### config.mk
export PLATFORM = sky130hd
export DESIGN_NAME = cfg_counter
export DESIGN_NICKNAME = d
export VERILOG_FILES = /design/src/rtl/cfg_counter.sv
export SDC_FILE = /design/constraint.sdc
export NUM_CORES = 1
export LEC_CHECK = 0
export BUFFER_PORTS_ARGS = -buffer_cell sky130_fd_sc_hd__buf_2
export CAP_MARGIN = 0
export CORE_MARGIN = 1
export CORE_UTILIZATION = 37
export DETAILED_ROUTE_END_ITERATION = 8
export SLEW_MARGIN = 20
export SYNTH_ARGS = -nofsm -noshare
export SYNTH_HDL_FRONTEND = slang
export SYNTH_SLANG_ARGS = --single-unit
### constraint.sdc
create_clock -name clk -period 4.6 [get_ports clk]
set_input_delay 0.46 -clock clk [delete_from_list [all_inputs] [get_ports clk]]
set_output_delay 0.46 -clock clk [all_outputs]
set_load 0.005 [all_outputs]
### src/rtl/cfg_counter.sv
// rtl/cfg_counter.sv - prescaled up/down counter with wrap/saturate limiting and sticky overflow
// Compare-match pulse is built only when CFG_COUNTER_CMP_EN is defined; otherwise match is tied 0.
module cfg_counter #(
  parameter int WIDTH      = 8,
  parameter int PRESCALE_W = 4
) (
  input  logic                  clk,
  input  logic                  rst,
  input  logic                  en,
  input  logic                  dir,
  input  logic                  sat,
  input  logic                  load,
  input  logic [WIDTH-1:0]      load_val,
  input  logic [PRESCALE_W-1:0] prescale,
  input  logic                  clr_ovf,
  input  logic [WIDTH-1:0]      cmp_val,
  output logic [WIDTH-1:0]      count,
  output logic                  tick,
  output logic                  limit,
  output logic                  ovf,
  output logic                  match
);

  logic [WIDTH-1:0]      r_count;
  logic [PRESCALE_W-1:0] r_pre;
  logic                  r_tick;
  logic                  r_limit;
  logic                  r_ovf;
  logic                  r_match;

  logic                  w_step;
  logic                  w_at_bound;
  logic                  w_clamp;
  logic [WIDTH-1:0]      w_count_inc;
  logic [WIDTH-1:0]      w_step_val;
  logic [WIDTH-1:0]      w_count_nxt;
  logic [PRESCALE_W-1:0] w_pre_nxt;
  logic                  w_limit_nxt;
  logic                  w_ovf_nxt;
  logic                  w_match_nxt;

  always_comb begin
    w_step      = 1'b0;
    w_at_bound  = 1'b0;
    w_clamp     = 1'b0;
    w_count_inc = r_count;
    w_step_val  = r_count;
    w_count_nxt = r_count;
    w_pre_nxt   = r_pre;
    w_limit_nxt = 1'b0;
    w_ovf_nxt   = r_ovf;

    // >= rather than == so lowering prescale mid-period steps immediately
    w_step      = en && !load && (r_pre >= prescale);
    w_at_bound  = dir ? (r_count == {WIDTH{1'b1}}) : (r_count == {WIDTH{1'b0}});
    w_clamp     = w_at_bound && sat;
    // Natural modular +/-1 already yields the wrap value at either boundary
    w_count_inc = dir ? (r_count + 1'b1) : (r_count - 1'b1);
    w_step_val  = w_clamp ? r_count : w_count_inc;

    if (load) begin
      w_count_nxt = load_val;
      w_pre_nxt   = '0;
    end else if (en) begin
      if (w_step) begin
        w_count_nxt = w_step_val;
        w_pre_nxt   = '0;
      end else begin
        w_pre_nxt   = r_pre + 1'b1;
      end
    end

    w_limit_nxt = w_step && w_at_bound;
    w_ovf_nxt   = w_limit_nxt || (r_ovf && !clr_ovf);
  end

`ifdef CFG_COUNTER_CMP_EN
  always_comb begin
    w_match_nxt = 1'b0;
    if (load) begin
      w_match_nxt = (load_val == cmp_val);
    end else if (w_step && !w_clamp) begin
      w_match_nxt = (w_step_val == cmp_val);
    end
  end
`else
  logic w_unused_cmp;
  assign w_unused_cmp = ^cmp_val;
  assign w_match_nxt  = 1'b0;
`endif

  always_ff @(posedge clk) begin
    if (rst) begin
      r_count <= '0;
      r_pre   <= '0;
      r_tick  <= 1'b0;
      r_limit <= 1'b0;
      r_ovf   <= 1'b0;
      r_match <= 1'b0;
    end else begin
      r_count <= w_count_nxt;
      r_pre   <= w_pre_nxt;
      r_tick  <= w_step;
      r_limit <= w_limit_nxt;
      r_ovf   <= w_ovf_nxt;
      r_match <= w_match_nxt;
    end
  end

  assign count = r_count;
  assign tick  = r_tick;
  assign limit = r_limit;
  assign ovf   = r_ovf;
  assign match = r_match;

endmodule

# [After elaboration in Yosys (flattened, before gate mapping)]
# Cells that the tools add are included.
[op_classes] addsub=3 magnitude_cmp=1 eq_ne=2 n_reduce_logical=13 n_mux=7
[ops] cell="$mux 8" count=5
[ops] cell="$add 8x1->8 const B" count=1
[ops] cell="$eq 8x8->1 const B" count=1
[ops] cell="$logic_not 8->1" count=1
[ops] cell="$sub 8x1->8 const B" count=1
[ops] cell="$logic_and 1x1->1" count=5
[ops] cell="$add 4x1->4 const B" count=1
[ops] cell="$ge 4x4->1" count=1
[ops] cell="$mux 4" count=1
[ops] cell="$reduce_bool 2->1" count=2
[ops] cell="$reduce_and 3->1" count=1
[ops] cell="$logic_not 1->1" count=2
[ops] cell="$ne 2x2->1 const B" count=1
[ops] cell="$reduce_or 2->1" count=1
[ops] cell="$logic_or 1x1->1" count=1
[ops] cell="$mux 1" count=1
[totals] register_bits=15 out_inout_bits=12 in_bits=27 wordCells=31

# [Depth between registers and ports, before layout]
[depth] ltp_word=7 ltp_mapped=9 depth_no_buf=8

# [Least setup slack after synthesis]
# No wires, ideal clock.
[synth_path] path_type="input -> register" startpoint="input port dir" endpoint="register r_count[7] (netlist: count[7])" path_slack_ns=2.373 t_required_ns=4.530 path_buffers=0 setup_time_ns=0.070 t_arrival_ns=2.158 cell_stages=8 path_cell_list="clkinv_1 ha_1 a21oi_1 o211ai_1 o41ai_1 xnor2_1 a311o_1 a21oi_1"
[synth_between] elab_chain_cells=5 word_cells_on_any_way=9 classes_between="eq/ne (1); mux (6); reduce/logical (2)"
[synth_lines] item="start: declaration" line="10" rtl="input logic dir,"
[synth_lines] item="$mux 8" line="58" rtl="w_count_inc = dir ? (r_count + 1'b1) : (r_count - 1'b1);"
[synth_lines] item="$mux 8" line="59" rtl="w_step_val = w_clamp ? r_count : w_count_inc;"
[synth_lines] item="$mux 8" line="65" rtl="if (w_step) begin"
[synth_lines] item="$mux 8" line="64" rtl="end else if (en) begin"
[synth_lines] item="$mux 8" line="61" rtl="if (load) begin"
[synth_lines] item="end signal: assignment" line="101" rtl="r_count <= w_count_nxt;"
[synth_lines] item="end: declaration" line="24" rtl="logic [WIDTH-1:0] r_count;"
# Several ways; a longest one is shown, not always the timed one. The select of a mux whose other input is x is not followed.
# A chain may end at the register's enable or synchronous reset.

# [Worst setup path in the final report]
# Same ends and word-level chain as after synthesis.

==> results.py <==
metrics = {
    "routing": {
        "wire_per_inst_um": 12.77,
        "vias": 990,
        "first_pass_iters": 4,
        "drtIter0Drc": 9,
        "drt-total-wl_um": 2311,
        "ant_nets": 0,
        "viasPerCell": 5.470,
        "drc": 0,
    },
    "placement": {
        "portBuffers": 29,
        "globalplace.congestion": 0.7299,
        "dpl.hpwl_um": 1880,
        "postPlaceCellArea_um2": 1185,
    },
    "global_routing": {
        "antenna_found_initial": 0,
        "overflow": 0,
        "grt_pass1_wl_um": 3691,
        "grt_max_degree": 16,
        "grt_pass1_vias": 893,
        "grt.total_usage_pct": 17.21,
    },
    "setup_path": {
        "cp.arrival_ns": 2.57,
        "r2r_end": "count[7]",
        "r2r_setup_slack_ns": 2.40,
        "r2r_start": "r_pre[0]",
        "cp-start-kind": "input port",
        "endpoint_kind": "register",
        "cp_max_fo": 10,
        "worst_r2r_path_depth": 8,
        "required_ns": 4.83,
        "crit_type": "input port to register",
    },
    "clock_tree": {
        "cts-resized-gates": 0,
        "clkSinkCount": 15,
        "path_clk_slew_ns": 0.09,
        "cts_buffers": 3,
        "clock_latency_ns": 0.29,
        "cts_tree": "yes",
        "cts_setup_buffers": 0,
        "ctsHoldBuffers": 0,
        "clockBufferDepth": 2,
        "root_buffer": "clkbuf_4",
        "h-tree-depth": 1,
    },
    "power": {
        "power_uw": 292.2,
        "irDropWorstVdd_mv": 0.1373,
        "leakagePower_uw": 0.0005941,
        "p_per_area_nw_per_um2": 241.3,
    },
    "floorplan": {
        "die_area_um2": 2994,
        "core_um2": 2545,
        "initial_core_util_pct": 40.41,
        "die_x_um": 54.72,
        "die_h_um": 54.72,
        "rows": 18,
        "pin_count": 39,
    },
    "hold_path": {
        "min_delay_path_depth": 3,
        "hold_end": "count[2]",
        "hp-start": "load_val[2]",
        "hold_path.class": "input port to register",
    },
    "logic_synthesis": {
        "async_reset_ff_share_pct": 0,
        "synthAdderAreaFrac_pct": 15.33,
        "syn_inst": 122,
        "yosys_warnings": 0,
        "synth_top_area_share_pct": 29.20,
        "synth-simple-area-share_pct": 18.73,
        "seq_area_frac_synth_pct": 29.20,
        "synth_top_area_cell": "dfxtp_1",
        "synth_top_family_by_area": "compound AO/OA/AOI/OAI gates",
        "synth_flop_cell": "dfxtp_1",
        "synth_seq_cells": 15,
        "syn-cell-area_um2": 1028,
        "synth_edf_count": 0,
        "avgSynthCellArea_um2": 8.430,
        "synth-compound-area-share_pct": 21.05,
        "syn_nets": 161,
        "synth.mux.area_fraction_pct": 1.946,
        "ys_types": 41,
        "synthTopCellsByCount": "dfxtp_1 (15), ha_1 (11), inv_1 (10), a21oi_1 (9), nor2_1 (9)",
        "yosysMostFrequentCell": "dfxtp_1",
        "ys_top_cells_by_area": "dfxtp_1 (29%), ha_1 (13%), a21oi_1 (4.4%)",
        "yosys.area_share.xor_xnor_pct": 6.813,
    },
    "job": {
        "drv_cap": 0,
    },
    "layout": {
        "nets": 191,
        "area_growth_syn_to_layout_pct": 17.76,
        "diodes": 0,
        "nFillCells": 282,
        "layout-drive-gt1-share_pct": 22.52,
        "final_area_um2": 1211,
        "fin_util_pct": 47.59,
    },
    "sta": {
        "clock_skew_ns": 0.001938,
        "finalCritPeriodShare_pct": 51.04,
        "max_freq_mhz": 425.9,
        "finalSetupViolations": 0,
        "rsz0062_at_grt": "no",
        "setup_tns_ns": 0,
        "finalHoldViolations": 0,
        "min_period_ns": 2.348,
        "slew_viol_final": 0,
    },
    "status": {
        "status": "complete, no violations",
    },
}
-- stage by stage --
stage / hold WS, ns / instances / setup WS [ns]
after floorplan: 0.4791 / 122 / 2.373
after global placement: 0.4591 / 177 / 1.990
after CTS: 0.4100 / 181 / 2.251
after global routing: 0.4345 / 181 / 2.114
final: 0.4135 / 181 / 2.252
after detailed placement: 0.4819 / 177 / 1.953
-- how the worst max path moves through the flow --
stage / startpoint / to / slack (ns) / depth (start not counted)
after global placement: dir / count[7] / 1.99 / 9
after CTS: dir / count[7] / 2.25 / 9
after detailed placement: dir / count[7] / 1.95 / 9
final: dir / count[7] / 2.25 / 9
after floorplan: dir / count[7] / 2.37 / 8
after global routing: dir / count[7] / 2.11 / 9
-- critical path: stages --
cell and delay [ns]:
buf_2 0.08, clkinv_1 0.30, ha_1 0.41, a21oi_1 0.21, o211ai_1 0.16, o41ai_1 0.36, xnor2_1 0.16, a311o_1 0.33
a21oi_1 0.10
-- layout by cell type, fill, tap and decap left out, drive strengths merged, types with 2 or more instances in the layout --
| cell type | synthesis | routed |
|---|---|---|
| buf | 2 | 29 |
| dfxtp | 15 | 15 |
| ha | 11 | 11 |
| inv | 10 | 10 |
| a21oi | 9 | 9 |
| nor2 | 9 | 9 |
| nand2 | 8 | 8 |
| nand3 | 5 | 5 |
| xor2 | 4 | 4 |
| nor3 | 4 | 4 |
| xnor2 | 4 | 4 |
| nor4 | 4 | 4 |
| clkbuf | 2 | 4 |
| a211oi | 3 | 3 |
| a22oi | 3 | 3 |
| nand2b | 2 | 2 |
| a21o | 2 | 2 |
| nand4 | 2 | 2 |
| a31oi | 2 | 2 |
| mux2i | 2 | 2 |
| o21ai | 2 | 2 |
-- flip-flops by register name, indices dropped and copies added (netlist names) --
register / cells
count: 8
r_pre: 4
limit: 1
ovf: 1
tick: 1
-- cell type report --
class | count | area (µm²) | area share [%]
multi-input cells | 92 | 660.6 | 54.55
flip-flops and latches | 15 | 300.3 | 24.79
repair buffers | 29 | 145.1 | 11.98
inverters | 11 | 41.29 | 3.409
well taps | 30 | 37.54 | 3.099
clock buffers | 4 | 26.28 | 2.169
-- routing by layer --
layer | up-vias | share of wire (%) | track usage, %
met5 | - | 0 | 0
met4 | 0 | 1.2 | 6.838
met3 | 3 | 4.3 | 1.944
met2 | 26 | 49 | 30.92
met1 | 454 | 45 | 20.36
li1 | 507 | - | -
-- where the power goes --
part           leakage [µW]  total, µW  switching (µW)  internal, µW
Combinational      0.000456       72.2            37.8          34.4
Clock             0.0000150       77.4            43.7          33.7
Sequential         0.000123        143            7.39           135
-- cells by family (layout without fill, tap and decap cells) --
kind of cell,after synthesis,in the layout
compound gates,31,31
simple gates,38,38
other cells,1,1
xor+xnor,8,8
flops,15,15
fa+ha+maj,12,12
buf+inv,15,44
mux,2,2
Note: power is estimated with default switching activity, not from simulation.
